### config.mk
export PLATFORM = sky130hd
export DESIGN_NAME = stdp_synapse
export DESIGN_NICKNAME = d
export VERILOG_FILES = /design/src/rtl/stdp_pkg.sv /design/src/rtl/stdp_spike_timer.sv /design/src/rtl/stdp_synapse.sv
export SDC_FILE = /design/constraint.sdc
export NUM_CORES = 1
export LEC_CHECK = 0
export CAP_MARGIN = 20
export CORE_MARGIN = 1
export CORE_UTILIZATION = 35
export CTS_CLUSTER_SIZE = 10
export DETAILED_ROUTE_END_ITERATION = 6
export HOLD_SLACK_MARGIN = 0.05
export PLACE_DENSITY = 0.62
export SLEW_MARGIN = 20
export SYNTH_ARGS = -nofsm -noshare
export SYNTH_HDL_FRONTEND = slang
export SYNTH_SLANG_ARGS = --single-unit
### constraint.sdc
create_clock -name clk -period 4.95 [get_ports clk]
set_clock_uncertainty 0.15 [all_clocks]
set_input_delay 0.7425 -clock clk [delete_from_list [all_inputs] [get_ports clk]]
set_output_delay 0.7425 -clock clk [all_outputs]
set_load 0.02 [all_outputs]
### src/rtl/stdp_pkg.sv
// Shared types, defaults and the bucketed amplitude helper for the STDP synapse.
// Optional event counters are enabled with STDP_EVENT_CNT_EN.
package stdp_pkg;

   localparam int W_WIDTH_DEF = 8;
   localparam int T_WIDTH_DEF = 4;

   typedef enum logic [1:0] {
      UPD_NONE,
      UPD_LTP,
      UPD_LTD
   } upd_e;

   typedef enum logic {
      TMR_IDLE,
      TMR_ARMED
   } tmr_e;

   // Four equal-width time buckets; each halves the amplitude.
   function automatic int stdp_delta(input int dt, input int t_width, input int amp);
      return amp >> (dt >> (t_width - 2));
   endfunction

endpackage

### src/rtl/stdp_spike_timer.sv
// Counts cycles since the last own spike; expires after 2**T_WIDTH cycles.
module stdp_spike_timer
   import stdp_pkg::*;
#(
   parameter int T_WIDTH = T_WIDTH_DEF
) (
   input  logic               clk,
   input  logic               rst,
   input  logic               spike,
   output logic               armed,
   output logic [T_WIDTH-1:0] count
);

   tmr_e state;

   always_ff @(posedge clk) begin
      if (rst) begin
         state <= TMR_IDLE;
         count <= '0;
      end else if (spike) begin
         state <= TMR_ARMED;
         count <= '0;
      end else if (state == TMR_ARMED) begin
         if (count == '1) begin
            state <= TMR_IDLE;
            count <= '0;
         end else begin
            count <= count + 1'b1;
         end
      end
   end

   assign armed = (state == TMR_ARMED);

endmodule

### src/rtl/stdp_synapse.sv
// Pair-based STDP synapse: timing, weight update with clamping, synaptic current.
// Optional LTP/LTD event counters are enabled with STDP_EVENT_CNT_EN.
module stdp_synapse
   import stdp_pkg::*;
#(
   parameter int W_WIDTH = W_WIDTH_DEF,
   parameter int T_WIDTH = T_WIDTH_DEF,
   parameter int W_INIT  = 16,
   parameter int W_MIN   = 0,
   parameter int W_MAX   = 255,
   parameter int A_MAX   = 16
) (
   input  logic               clk,
   input  logic               rst,
   input  logic               pre_spike,
   input  logic               post_spike,
   input  logic               learn_en,
   output logic [W_WIDTH-1:0] weight,
   output logic [W_WIDTH-1:0] syn_current,
   output logic               update_w_flag,
   output logic               update_dir,
`ifdef STDP_EVENT_CNT_EN
   output logic [7:0]         ltp_count,
   output logic [7:0]         ltd_count,
`endif
   output logic [T_WIDTH-1:0] time_diff
);

   localparam logic [W_WIDTH:0]   W_MAX_X  = (W_WIDTH+1)'(W_MAX);
   localparam logic [W_WIDTH-1:0] W_MAX_W  = W_WIDTH'(W_MAX);
   localparam logic [W_WIDTH-1:0] W_MIN_W  = W_WIDTH'(W_MIN);
   localparam logic [W_WIDTH-1:0] W_INIT_W = W_WIDTH'(W_INIT);

   logic               pre_armed;
   logic               post_armed;
   logic [T_WIDTH-1:0] pre_count;
   logic [T_WIDTH-1:0] post_count;
   upd_e               upd;
   logic [T_WIDTH-1:0] dt_sel;
   logic [W_WIDTH-1:0] delta;
   logic [W_WIDTH:0]   sum;
   logic [W_WIDTH:0]   diff;
   logic [W_WIDTH-1:0] w_next;

   stdp_spike_timer #(.T_WIDTH(T_WIDTH)) u_pre_tmr (
      .clk   (clk),
      .rst   (rst),
      .spike (pre_spike),
      .armed (pre_armed),
      .count (pre_count)
   );

   stdp_spike_timer #(.T_WIDTH(T_WIDTH)) u_post_tmr (
      .clk   (clk),
      .rst   (rst),
      .spike (post_spike),
      .armed (post_armed),
      .count (post_count)
   );

   always_comb begin
      upd    = UPD_NONE;
      dt_sel = '0;
      unique case (1'b1)
         (learn_en && post_spike && !pre_spike && pre_armed): begin
            upd    = UPD_LTP;
            dt_sel = pre_count;
         end
         (learn_en && pre_spike && !post_spike && post_armed): begin
            upd    = UPD_LTD;
            dt_sel = post_count;
         end
         default: ;
      endcase
   end

   // One guard bit so overflow and borrow are visible before clamping.
   always_comb begin
      delta = W_WIDTH'(stdp_delta(int'(dt_sel), T_WIDTH, A_MAX));
      sum   = {1'b0, weight} + {1'b0, delta};
      diff  = {1'b0, weight} - {1'b0, delta};
      if (upd == UPD_LTP) begin
         w_next = (sum > W_MAX_X) ? W_MAX_W : sum[W_WIDTH-1:0];
      end else begin
         w_next = (diff[W_WIDTH] || (diff[W_WIDTH-1:0] <= W_MIN_W))
                  ? W_MIN_W : diff[W_WIDTH-1:0];
      end
   end

   always_ff @(posedge clk) begin
      if (rst) begin
         weight        <= W_INIT_W;
         syn_current   <= '0;
         update_w_flag <= 1'b0;
         update_dir    <= 1'b0;
         time_diff     <= '0;
      end else begin
         syn_current   <= pre_spike ? weight : '0;
         update_w_flag <= (upd != UPD_NONE);
         if (upd != UPD_NONE) begin
            weight     <= w_next;
            update_dir <= (upd == UPD_LTP);
            time_diff  <= dt_sel;
         end
      end
   end

`ifdef STDP_EVENT_CNT_EN
   always_ff @(posedge clk) begin
      if (rst) begin
         ltp_count <= '0;
         ltd_count <= '0;
      end else begin
         if (upd == UPD_LTP && ltp_count != 8'hFF)
            ltp_count <= ltp_count + 8'd1;
         if (upd == UPD_LTD && ltd_count != 8'hFF)
            ltd_count <= ltd_count + 8'd1;
      end
   end
`endif

endmodule

# ---- After elaboration in Yosys (flattened, before gate mapping)
# Cells that the tools add are included.
dict set report word_totals {
  register_bits 32
  inputBits 5
}
dict set report op_classes {
  shift 1
  mux 13
  n_reduce_logical 13
  addsub 4
  order_cmp 2
  bitwise_logic 1
  n_eq_ne 3
}
# cell n
set op_table {}
lappend op_table {{8-bit 2-to-1 mux} 3}
lappend op_table {{8-bit by 8-bit adder with 9-bit output} 1}
lappend op_table {{9-bit by 8-bit greater-than comparator with 1-bit output, second input constant} 1}
lappend op_table {{8-bit by 8-bit subtractor with 9-bit output} 1}
lappend op_table {{4-bit by 1-bit adder with 4-bit output, second input constant} 2}
lappend op_table {{4-bit == test, second input constant} 2}
lappend op_table {{8-bit by 1-bit <= comparator with 1-bit output, second input constant} 1}
lappend op_table {{4-bit 2-to-1 mux} 2}
lappend op_table {{4-bit one-hot mux with 2 select lines} 1}
lappend op_table {{5-bit by 2-bit right shift with 8-bit output, first input constant} 1}
lappend op_table {{1-bit logical AND} 6}
lappend op_table {{1-bit 2-to-1 mux} 6}
lappend op_table {{2-bit OR reduction} 3}
lappend op_table {{2-bit one-hot mux with 2 select lines} 1}
lappend op_table {{2-bit by 1-bit == test with 1-bit output, second input constant} 1}
lappend op_table {{1-bit zero test} 2}
lappend op_table {{2-bit nonzero test} 1}
lappend op_table {{1-bit logical OR} 1}
lappend op_table {{1-bit inverter} 1}

# ---- Logic depth before layout (Yosys ltp)
# Gate-level depths: netlist of the first run.
dict set report logic_depth {
  word_depth 10
  depth_mapped 13
  ltp_nobuf 11
}

# ---- Modules after synthesis
# From an unflattened synthesis of the first run, not the netlist that was laid out.
dict set report hier_totals {
  cells_unflattened 208
  hier_area_um2 1868.0
}
# mod instances seq_area_each_um2 area_each_um2 cells_each
set modules_own_cells {}
lappend modules_own_cells {stdp_synapse 1 440.4 1412.6 162}
lappend modules_own_cells {stdp_spike_timer 2 100.1 227.7 23}

# ---- Worst setup path before layout of the first run
# No wires, ideal clock.
dict set report synth_timing {
  path_type {input to register}
  start {input port post_spike}
  end {register weight[5]}
  n_path_buf 2
  required_ps 4664
  setup_time_ps 136
  path_stages 13
  path_slack_ps 1510
  arrival_ps 3154
  path_cell_list {buf_2 -> and4b_1 -> buf_6 -> nand2_1 -> nand2b_1 -> a32o_1 -> a32o_1 -> ha_1 -> fa_1 -> a221o_1 -> a211o_1 -> nand3_1 -> a221oi_2}
}
dict set report synth_between {
  elab_chain_cells 10
}
# element line
set synth_rtl {}
lappend synth_rtl {{start, declared} stdp_synapse.sv:16} ;# input logic post_spike,
lappend synth_rtl {{1-bit zero test or 1-bit logical AND (tied branches)} {stdp_synapse.sv:69, stdp_synapse.sv:65}}
lappend synth_rtl {{1-bit logical AND, on equally long branches (2 in series)} {stdp_synapse.sv:69, stdp_synapse.sv:65}}
lappend synth_rtl {{4-bit one-hot mux with 2 select lines} stdp_synapse.sv:64} ;# unique case (1'b1)
lappend synth_rtl {{5-bit by 2-bit right shift with 8-bit output} stdp_pkg.sv:21} ;# return amp >> (dt >> (t_width - 2));
lappend synth_rtl {{8-bit by 8-bit subtractor with 9-bit output} stdp_synapse.sv:81} ;# diff = {1'b0, weight} - {1'b0, delta};
lappend synth_rtl {{8-bit by 1-bit <= comparator with 1-bit output} stdp_synapse.sv:85} ;# w_next = (diff[W_WIDTH] || (diff[W_WIDTH-1:0] <= W_MIN_W))
lappend synth_rtl {{1-bit logical OR} stdp_synapse.sv:85}
lappend synth_rtl {{8-bit 2-to-1 mux} stdp_synapse.sv:86} ;# ? W_MIN_W : diff[W_WIDTH-1:0];
lappend synth_rtl {{8-bit 2-to-1 mux} stdp_synapse.sv:82} ;# if (upd == UPD_LTP) begin
lappend synth_rtl {{end signal, assigned} stdp_synapse.sv:101} ;# weight <= w_next;
lappend synth_rtl {{end, declared} stdp_synapse.sv:18} ;# output logic [W_WIDTH-1:0] weight,
# Several ways; a longest one is shown, not always the timed one.
# A chain may end at the register's enable or synchronous reset.

# ---- Final worst setup path of the first run
dict set report layout_timing {
  start {input port pre_spike}
  end {register weight[3]}
}
dict set report layout_between {
  elab_chain_cells 10
}
# element line
set layout_rtl {}
lappend layout_rtl {{start, declared} stdp_synapse.sv:15} ;# input logic pre_spike,
lappend layout_rtl {{1-bit logical AND or 1-bit zero test (tied branches)} {stdp_synapse.sv:69, stdp_synapse.sv:65}}
lappend layout_rtl {{1-bit logical AND, on equally long branches (2 in series)} {stdp_synapse.sv:69, stdp_synapse.sv:65}}
lappend layout_rtl {{4-bit one-hot mux with 2 select lines} stdp_synapse.sv:64}
lappend layout_rtl {{5-bit by 2-bit right shift with 8-bit output} stdp_pkg.sv:21}
lappend layout_rtl {{8-bit by 8-bit subtractor with 9-bit output} stdp_synapse.sv:81}
lappend layout_rtl {{8-bit by 1-bit <= comparator with 1-bit output} stdp_synapse.sv:85}
lappend layout_rtl {{1-bit logical OR} stdp_synapse.sv:85}
lappend layout_rtl {{8-bit 2-to-1 mux} stdp_synapse.sv:86}
lappend layout_rtl {{8-bit 2-to-1 mux} stdp_synapse.sv:82}
# Several ways; a longest one is shown, not always the timed one.

==> qor.yml, run 1 <==
detailed_routing:
  drt-initial-drc-count: 91
  num_vias: 1581
  via_per_inst: 5.201
  drc: 0
  routedWlPerCell_microns: 13.33
  antenna_left: 0
  drt_wl_total_microns: 4051
  first_pass_iters: 4
clock_tree:
  cts_tree: "built"
  cts_sinks: 32
  cts_root_buf: "clkbuf_8"
  cts_htree_levels: 2
  cts_resized: 0
  ctsHoldBuffers: 0
  post_cts_buffers: 0
  clkTransAtPathRegs_ps: 60
  clock_latency_ps: 280
  numCtsBuffers: 5
  clockBufferDepth: 2
synth:
  seq_area_frac_synth_pct: 34.76
  synth-seq-cells: 32
  synth_common_cells: "dfxtp_1, nor2_1, nand2_1"
  yosysMostFrequentCell: "dfxtp_1"
  synth-async-reset-ratio_pct: 0
  avgSynthCellArea_sq_um: 8.693
  yosys.area.top_type_share_pct: 34.76
  yosysWarningCount: 0
  syn_inst: 212
  yosys.area.top_type: "dfxtp_1"
  synth_area_leaders: "dfxtp_1, ha_1, nor2_1"
  synth_edf_count: 0
  synth_area_sq_um: 1843
  ys_types: 54
  ys.flop_type: "dfxtp_1"
  synth_nets: 229
global_route:
  grtUsageTotal_pct: 16.11
  grt_overflow: 0
  grt_pass1_vias: 1407
  antenna_found_initial: 0
  grt_max_degree: 32
  grt_pass1_wl_microns: 6789
final_layout:
  final_nets: 251
  syn_to_final_growth_pct: 20.98
  fillers: 522
  final_area_sq_um: 2230
  num_antenna_cells: 0
  seqCellArea_sq_um: 640.6
  multiInputGateArea_sq_um: 1096
  utilization_pct: 43.93
  drive_gt1_share_pct: 8.547
worst_setup_path:
  worstPathRequired_ps: 4960
  endpoint_kind: "flop"
  critPathLaunchType: "input pin"
  reg2reg_depth: 10
  r2r_slack_ps: 1550
  path_max_fanout: 11
  arrival_ps: 4050
  critical_path_class: "input pin to flop"
  timing.rr.end: "weight[3]"
  worstReg2RegStart: "u_pre_tmr.armed"
outcome:
  status: "finished clean"
placed_design:
  place_area_sq_um: 2133
  gp_congestion: 0.8372
  dpl_worst_slack_ps: 621.3
  dpl.hpwl_microns: 2929
  port_buffers: 26
hold_path:
  min_to: "time_diff[1]"
  worstHoldStart: "time_diff[1]"
  whs_path_depth: 2
  min_path_type: "flop to flop"
timing:
  worstMarginPinSlew_ps: 620.1
  clock.fmax_ghz: 0.2477
  finalCritPeriodShare_pct: 81.55
  finalWorstSetupSlack_ps: 913.1
  fin_crit_ps: 4037
  rsz0062_at_grt: "false"
  relSlewSlack_pct: 58.41
  final-hold-violation-count: 0
  drv_slew: 0
  fin_setup_tns_ps: 0
  setup_viol: 0
floorplanning:
  start_util_pct: 36.32
  core_area_sq_um: 5075
  die_h_microns: 74.57
  rows: 26
  die_w_microns: 74.57
  io_pins: 27
  dieArea_sq_um: 5560
job:
  drv_cap: 0
power_and_ir_drop:
  p_per_area_nw_per_um2: 243.8
  cellLeakagePower_nw: 0.8216
  ir_worst_vdd_mv: 0.1057
  power_w: 0.0005436
[logic make-up (layout without fill, tap and decap cells)]
family | count (synthesis) | after routing | share of synthesized area, %
simple gates | 84 | 84 | 23.63
compound gates | 52 | 52 | 21.93
flops | 32 | 32 | 34.76
buf+inv | 22 | 44 | 5.770
fa+ha+maj | 12 | 12 | 8.554
mux | 7 | 7 | 3.938
xor+xnor | 3 | 3 | 1.426
[cell usage in the layout (no fill, tap or decap), types with 2 or more instances in the layout]
master	instances
o21a_1	4
nor2b_1	2
clkdlybuf4s50_1	26
and2_1	6
a21oi_1	11
clkbuf_8	7
nor3_1	14
nand2b_1	4
nor2_2	2
and4b_1	2
o21ai_0	5
dfxtp_1	32
a31oi_1	2
nor2_1	20
buf_4	2
ha_1	11
inv_1	9
mux2i_1	5
nand3_1	6
mux2_2	2
nand2_1	19
a32o_1	3
or4_1	2
o22ai_1	2
a22oi_1	2
o21ai_1	2
nand4b_1	2
xor2_1	3
a221oi_1	3
a32oi_1	2
[worst max-delay path: stages]
cell and delay (ps):
clkdlybuf4s50_1 540, and4b_1 620, nand2_1 180, o21a_1 200, a21o_1 180, ha_1 330, nor2b_1 170, o31ai_2 520
a21oi_1 140, o32ai_1 310, a211oi_1 110
[where the power goes]
part	internal [W]	leakage, nW	total [W]	switching, W
sequential	0.000263	0.259	0.000270	0.00000715
clock	0.000124	0.0503	0.000215	0.0000918
combinational	0.0000244	0.512	0.0000582	0.0000338
[final cells by class]
cell class	instances	share of cell area (%)
clock buffer	7	4.321
inverter	9	1.515
multi-input combinational	158	49.16
sequential	32	28.73
tap	70	3.928
timing repair buffer	28	12.35
[per-stage QoR]
stage                     hold WS (ps)  std cells
after detailed placement         299.7        297
after floorplan                  368.1        212
final                            312.6        304
after global routing             325.4        304
after global placement           297.8        297
after CTS                        312.9        304
[sequential cells by signal (all words and copies together) (netlist names)]
register / cells
update_dir: 1
u_post_tmr.count: 4
time_diff: 4
weight: 8
u_pre_tmr.count: 4
update_w_flag: 1
u_post_tmr.armed: 1
u_pre_tmr.armed: 1
syn_current: 8
[how the worst max path moves through the flow]
stage / start / end / slack [ps] / depth (start not counted)
after CTS: post_spike / weight[3] / 930 / 11
after global placement: post_spike / weight[3] / 630 / 11
after floorplan: post_spike / weight[5] / 1510 / 13
after global routing: post_spike / weight[3] / 700 / 11
after detailed placement: post_spike / weight[3] / 620 / 11
final: pre_spike / weight[3] / 910 / 11
[metal layers]
layer	GRT usage, %	routed length, microns	vias up
met4	5.031	38	0
met1	21.40	1948	723
met2	25.63	1868	43
met3	4.065	197	5
met5	0	0	-
li1	-	-	810
(Power assumes the default switching activity.)
==> run 2, diff against run 1 <==
- PLACE_DENSITY: 0.62 -> 0.64
- clock period: 4.95 -> 3.5 ns (I/O delays scaled with it)
==> run 2 against run 1 <==
Count of clock-buffer cells in the layout down 2; critical path depth up 1; flip-flop and latch count unchanged; sequential share of layout area down 1.1 points; critical path type unchanged; highest routed layer unchanged.
==> qor.yml, run 2 (synthesized netlist as in run 1, its figures left out) <==
worst_setup_path:
  reg2reg_depth: 11  # was 10
  path_max_fanout: 4  # was 11
  critical_path_class: "input pin to flop"  # unchanged
  critPathLaunchType: "input pin"  # unchanged
  startpoint: "pre_spike"  # unchanged
  worstPathRequired_ps: 3510  # was 4960 ps
  r2r_slack_ps: 460  # was 1550 ps
  cp_common_cell: "a32o_1"
  worstReg2RegStart: "u_pre_tmr.armed"  # unchanged
  max_stage_delay_ps: 480  # was 620 ps
  arrival_ps: 3340  # was 4050 ps
  crit_slowest_cell: "clkdlybuf4s50_1"  # was and4b_1
  timing.rr.end: "weight[5]"  # was weight[3]
  endpoint_kind: "flop"  # unchanged
  cp_cell_sequence: "clkdlybuf4s50_1 > and4b_1 > nand2_1 > nand2b_1 > a32o_1 > a32o_1 > ha_1 > fa_1 > a221o_1 > a211o_1 > nand3_1 > a221oi_2"  # was clkdlybuf4s50_1 > and4b_1 > nand2_1 > o21a_1 > a21o_1 > ha_1 > nor2b_1 > o31ai_2 > a21oi_1 > o32ai_1 > a211oi_1
detailed_routing:
  num_vias: 1658  # was 1,581
  routedWlPerCell_microns: 13.39  # was 13.33 microns
  via_per_inst: 5.214  # was 5.201
  drt_wl_total_microns: 4258  # was 4051 microns
  antenna_left: 0  # unchanged
  first_pass_iters: 4  # unchanged
  drt-initial-drc-count: 114  # was 91
  drc: 0  # unchanged
hold_path:
  min_to: "time_diff[0]"  # was time_diff[1]
  worstHoldStart: "time_diff[0]"  # was time_diff[1]
  min_path_type: "flop to flop"  # unchanged
  whs_path_depth: 2  # unchanged
final_layout:
  final_nets: 267  # was 251
  syn_to_final_growth_pct: 26.00  # was 20.98%
  num_antenna_cells: 0  # unchanged
  fillers: 541  # was 522
  utilization_pct: 45.76  # was 43.93%
  layout_common_cells: "dfxtp_1, clkdlybuf4s50_1, nor2_1"  # unchanged
  largest_registers: "syn_current (8), weight (8)"  # unchanged
  final_common_cell: "dfxtp_1"  # unchanged
  drive_gt1_share_pct: 13.71  # was 8.547%
clock_tree:
  cts_resized: 0  # unchanged
  clkTransAtPathRegs_ps: 60  # about the same
  clockBufferDepth: 2  # unchanged
  clock_latency_ps: 290  # was 280 ps
  post_cts_buffers: 0  # unchanged
  cts_htree_levels: 2  # unchanged
  cts_sinks: 32  # unchanged
  cts_root_buf: "clkbuf_8"  # unchanged
  cts_tree: "built"  # unchanged
  ctsHoldBuffers: 0  # unchanged
  numCtsBuffers: 5  # unchanged
timing:
  fin_setup_tns_ps: 0  # unchanged
  setup_viol: 0  # unchanged
  clock.fmax_ghz: 0.3005
  relSlewSlack_pct: 62.32  # was 58.41%
  hold_slack_ps: 311.0  # was 312.6 ps
  worstMarginPinSlew_ps: 563.5  # was 620.1 ps
  finalCritPeriodShare_pct: 95.07
  final-hold-violation-count: 0  # unchanged
  drv_slew: 0  # unchanged
  rsz0062_at_grt: "false"  # unchanged
  fin_crit_ps: 3327
global_route:
  antenna_found_initial: 0  # unchanged
  grt_pass1_vias: 1603  # was 1,407
  grtUsageTotal_pct: 17.75  # was 16.11%
  use_met2_pct: 29.73  # was 25.63%
  grt_pass1_wl_microns: 7320  # was 6789 microns
  grt_max_degree: 18  # was 32
  grt.met1_usage_pct: 20.89  # was 21.40%
  grt_overflow: 0  # unchanged
  met3_usage_pct: 4.201  # was 4.065%
  top_usage_layer: "met2"  # unchanged
floorplanning:
  die_w_microns: 74.57  # unchanged
  core_area_sq_um: 5075  # unchanged
  die_h_microns: 74.57  # unchanged
  rows: 26  # unchanged
  dieArea_sq_um: 5560  # unchanged
  start_util_pct: 36.32  # unchanged
  io_pins: 27  # unchanged
placed_design:
  port_buffers: 26  # unchanged
  dpl.hpwl_microns: 3207  # was 2929 microns
  gp_congestion: 0.8761  # was 0.8372
outcome:
  status: "finished clean"  # unchanged
job:
  drv_cap: 0  # unchanged
power_and_ir_drop:
  ir_worst_vdd_mv: 0.1875  # was 0.1057 mV
  p_per_area_nw_per_um2: 311.6  # was 243.8 nW/um^2
  cellLeakagePower_nw: 0.8846  # was 0.8216 nW
==> run 2: cell count changes in the layout (fill, tap and decap cells not counted), sizes merged <==
cell	before	now
buf	2	18
clkbuf	7	5
==> run 2: worst max-delay path by stage <==
stage / slack [ps] / to / cells past startpoint
finish: 170 / weight[5] / 12
global route: 20 / weight[7] / 12
CTS: 180 / weight[5] / 12
detailed placement: -120 / weight[5] / 12
global placement: -60 / weight[5] / 12
floorplan: 280 / weight[5] / 13
==> run 2: cell type report <==
cell class	instances	area (sq um)	share of cell area, %
clock buffers	5	68.82	2.963
multi-input cells	158	1096	47.20
inverters	9	33.78	1.455
flip-flops and latches	32	640.6	27.59
repair buffers	44	395.4	17.03
well taps	70	87.58	3.772
==> run 2: through the flow <==
step | power (W) | std cells | setup slack (ps) | instance area (sq um)
CTS | 0.0007354 | 318 | 177.7 | 2322
global route | 0.0007626 | 318 | 17.35 | 2322
finish | 0.0007235 | 318 | 172.6 | 2322
floorplan | 0.0004477 | 212 | 277.8 | 1843
detailed placement | 0.0004799 | 313 | -121.0 | 2253
global placement | 0.0004790 | 313 | -63.74 | 2253
==> run 2: worst max-delay path, delay by kind of cell <==
family / cells / cell delay [ps]
buf+inv: 1 / 480
compound gates: 5 / 1210
simple gates: 4 / 510
fa+ha+maj: 2 / 610
==> run 2: routing by layer <==
metal,routed length (microns),up-vias
li1,-,842
met1,1896,776
met2,2077,34
met3,217,6
met4,67,0
met5,0,-
==> run 2: report_power, final <==
group	total [W]	internal [W]	switching [W]
Combinational	0.0000904	0.0000405	0.0000499
Sequential	0.000382	0.000372	0.0000102
Clock	0.000251	0.000128	0.000123
==> run 3, diff against run 2 <==
- ABC_AREA: unset -> 1
==> run 3 against run 2 <==
Global-route usage increased by 1.3 points; synthesized area increased by 1.1%; critical path depth increased by 8; flip-flop and latch count unchanged; register-to-register slack improved by 210 ps; cell area increased by 2.0%; sequential power about the same; non-clock buffer count decreased by 8; final cell count increased by 21%; hold slack improved by 6.8 ps; highest routed layer unchanged; count of clock-buffer cells in the layout unchanged; first-iteration DRC count increased by 48%.
==> qor.yml, run 3 <==
floorplanning:
  core_area_sq_um: 5107  # was 5075 sq um
  die_h_microns: 74.96  # was 74.57 microns
  rows: 26  # unchanged
  start_util_pct: 36.48  # was 36.32%
  die_w_microns: 74.96  # was 74.57 microns
  io_pins: 27  # unchanged
  dieArea_sq_um: 5619  # was 5560 sq um
final_layout:
  fillers: 538  # was 541
  num_antenna_cells: 0  # unchanged
  final_area_sq_um: 2369  # was 2322 sq um
  seqCellArea_sq_um: 640.6  # unchanged
  fin_cells: 385  # was 318
  layout_common_cells: "nand2_1, inv_1, dfxtp_1"  # was dfxtp_1, clkdlybuf4s50_1, nor2_1
  syn_to_final_growth_pct: 27.13  # was 26.00%
  largest_registers: "syn_current (8), weight (8)"  # unchanged
  multiInputGateArea_sq_um: 1007  # was 1096 sq um
  final_common_cell: "nand2_1"  # was dfxtp_1
  drive_gt1_share_pct: 10.79  # was 13.71%
  final_nets: 331  # was 267
synth:
  synth_edf_count: 0  # unchanged
  ys.flop_type: "dfxtp_1"  # unchanged
  synth-seq-cells: 32  # unchanged
  avgSynthCellArea_sq_um: 6.750  # was 8.693 sq um
  yosys.area.top_type: "dfxtp_1"  # unchanged
  yosysMostFrequentCell: "nand2_1"  # was dfxtp_1
  syn_inst: 276  # was 212
  seq_area_frac_synth_pct: 34.39  # was 34.76%
  yosys.area.top_type_share_pct: 34.39  # was 34.76%
  synth_area_leaders: "dfxtp_1, nand2_1, inv_1"  # was dfxtp_1, ha_1, nor2_1
  synth_nets: 293  # was 229
  synth_area_sq_um: 1863  # was 1843 sq um
  synth-async-reset-ratio_pct: 0  # unchanged
  synth_common_cells: "nand2_1, inv_1, dfxtp_1"  # was dfxtp_1, nor2_1, nand2_1
  yosysWarningCount: 0  # unchanged
  ys_types: 32  # was 54
detailed_routing:
  num_vias: 1867  # was 1,658
  routedWlPerCell_microns: 12.21  # was 13.39 microns
  drc: 0  # unchanged
  drt-initial-drc-count: 169  # was 114
  antenna_left: 0  # unchanged
  first_pass_iters: 4  # unchanged
  via_per_inst: 4.849  # was 5.214
  drt_wl_total_microns: 4700  # was 4258 microns
timing:
  fin_crit_ps: 3181  # was 3327 ps
  relSlewSlack_pct: 64.27  # was 62.32%
  worstMarginPinSlew_ps: 534.3  # was 563.5 ps
  drv_slew: 0  # unchanged
  setup_viol: 0  # unchanged
  finalCritPeriodShare_pct: 90.87  # was 95.07%
  clock.fmax_ghz: 0.3144  # was 0.3005 GHz
  rsz0062_at_grt: "false"  # unchanged
  final-hold-violation-count: 0  # unchanged
global_route:
  grt_pass1_vias: 1750  # was 1,603
  grt_overflow: 0  # unchanged
  grt_max_degree: 15  # was 18
  antenna_found_initial: 0  # unchanged
  grtUsageTotal_pct: 19.05  # was 17.75%
  grt_pass1_wl_microns: 8031  # was 7320 microns
placed_design:
  dpl.hpwl_microns: 3673  # was 3207 microns
  place_area_sq_um: 2251  # was 2253 sq um
  port_buffers: 26  # unchanged
  dp_cells: 377  # was 313
  gp_congestion: 0.9658  # was 0.8761
clock_tree:
  numCtsBuffers: 5  # unchanged
  cts_tree: "built"  # unchanged
  clkTransAtPathRegs_ps: 70  # was 60 ps
  clockBufferDepth: 2  # unchanged
  clock_latency_ps: 290  # about the same
  cts_sinks: 32  # unchanged
  cts_htree_levels: 2  # unchanged
  post_cts_buffers: 0  # unchanged
  cts_root_buf: "clkbuf_8"  # unchanged
worst_setup_path:
  path_max_fanout: 6  # was 4
  critical_path_class: "input pin to flop"  # unchanged
  critPathLaunchType: "input pin"  # unchanged
  r2r_slack_ps: 670  # was 460 ps
  endpoint_kind: "flop"  # unchanged
  reg2reg_depth: 18  # was 11
  worstReg2RegStart: "u_post_tmr.armed"  # was u_pre_tmr.armed
  arrival_ps: 3210  # was 3340 ps
  timing.rr.end: "weight[5]"  # unchanged
  worstPathRequired_ps: 3530  # was 3510 ps
hold_path:
  min_path_type: "flop to flop"  # unchanged
  worstHoldStart: "time_diff[3]"  # was time_diff[0]
  min_to: "time_diff[3]"  # was time_diff[0]
  whs_path_depth: 2  # unchanged
power_and_ir_drop:
  ir_worst_vdd_mv: 0.1859  # was 0.1875 mV
  cellLeakagePower_nw: 1.052  # was 0.8846 nW
  p_per_area_nw_per_um2: 369.3  # was 311.6 nW/um^2
outcome:
  status: "finished clean"  # unchanged
job:
  drv_cap: 0  # unchanged
## run 3: cell count changes in the layout (fill, tap and decap cells not counted), sizes merged, moves of 6 or more
cell   previous run  this run
inv               9        49
nand2            19        65
nor2             22        33
and2              6         0
nor3             14         1
o21ai             7        16
nand3             7        21
buf              18        10
a21oi            11        22
## run 3: worst max-delay path by stage
stage / from / to / slack (ps) / depth (start not counted)
floorplan: pre_spike / weight[5] / 700 / 21
finish: pre_spike / weight[5] / 320 / 20
detailed placement: pre_spike / weight[5] / -10 / 19
CTS: pre_spike / weight[5] / 290 / 19
global route: pre_spike / weight[5] / 20 / 20
global placement: pre_spike / weight[5] / 40 / 19
## run 3: kinds of logic (layout without fill, tap and decap cells)
kind of cell	Yosys count	count (layout)	share of synthesized area [%]
fa+ha+maj	12	12	8.462
simple gates	127	127	29.55
xor+xnor	4	4	1.881
buf+inv	54	93	11.89
flops	32	32	34.39
compound gates	47	47	13.83
## run 3: cell type report
cell class                      instances  share of cell area, %
Tap cell                               70                  3.698
Sequential cell                        32                  27.05
Multi-Input combinational cell        190                  42.53
Clock buffer                            5                  2.905
Clock inverter                          3                  1.796
Timing Repair Buffer                   36                  14.16
Inverter                               49                  7.871
## run 3: power by group
group          switching, W  total [W]  internal, W
clock network      0.000151   0.000361     0.000211
logic             0.0000818   0.000129    0.0000470
registers         0.0000117   0.000385     0.000373
total              0.000244   0.000875     0.000631
## run 3: metrics by stage
stage	hold WS (ps)	setup TNS [ps]	total power [W]	worst slack, ps	util (%)
3_3_place_gp	304.7	0	0.0005194	40.50	44.07
2_1_floorplan	303.8	0	0.0004805	699.4	-
4_1_cts	322.3	0	0.0008840	285.9	46.25
5_1_grt	344.3	0	0.0009187	23.17	46.37
6_report	317.8	0	0.0008747	319.4	46.37
3_5_place_dp	311.7	-13.36	0.0005207	-13.36	44.07
## run 3: critical path, cell delays in order
cell	delay [ps]
clkdlybuf4s50_1	540
inv_1	60
nand4_1	150
o22ai_1	120
buf_4	150
nor2_1	160
inv_1	60
ha_1	360
nand2_1	130
nand3b_2	130
nand2_1	110
nand2_1	50
nand2_1	70
nand2_1	80
nor2_1	130
nand2_2	70
nand2_2	90
inv_2	60
a21oi_2	120
nor2_1	50
## run 3: what timing repair did
item                       CTS  global route
hold buffers                 0             0
setup endpoints to repair    0             1
gates resized for setup      0             1
## run 3: per-layer routing
layer / vias to the layer above / part of all wire (%) / global-route usage (%)
li1: 956 / - / -
met1: 862 / 45 / 23.90
met2: 43 / 49 / 32.53
met3: 6 / 5.2 / 4.819
met4: 0 / 0.94 / 5.031
met5: - / 0 / 0
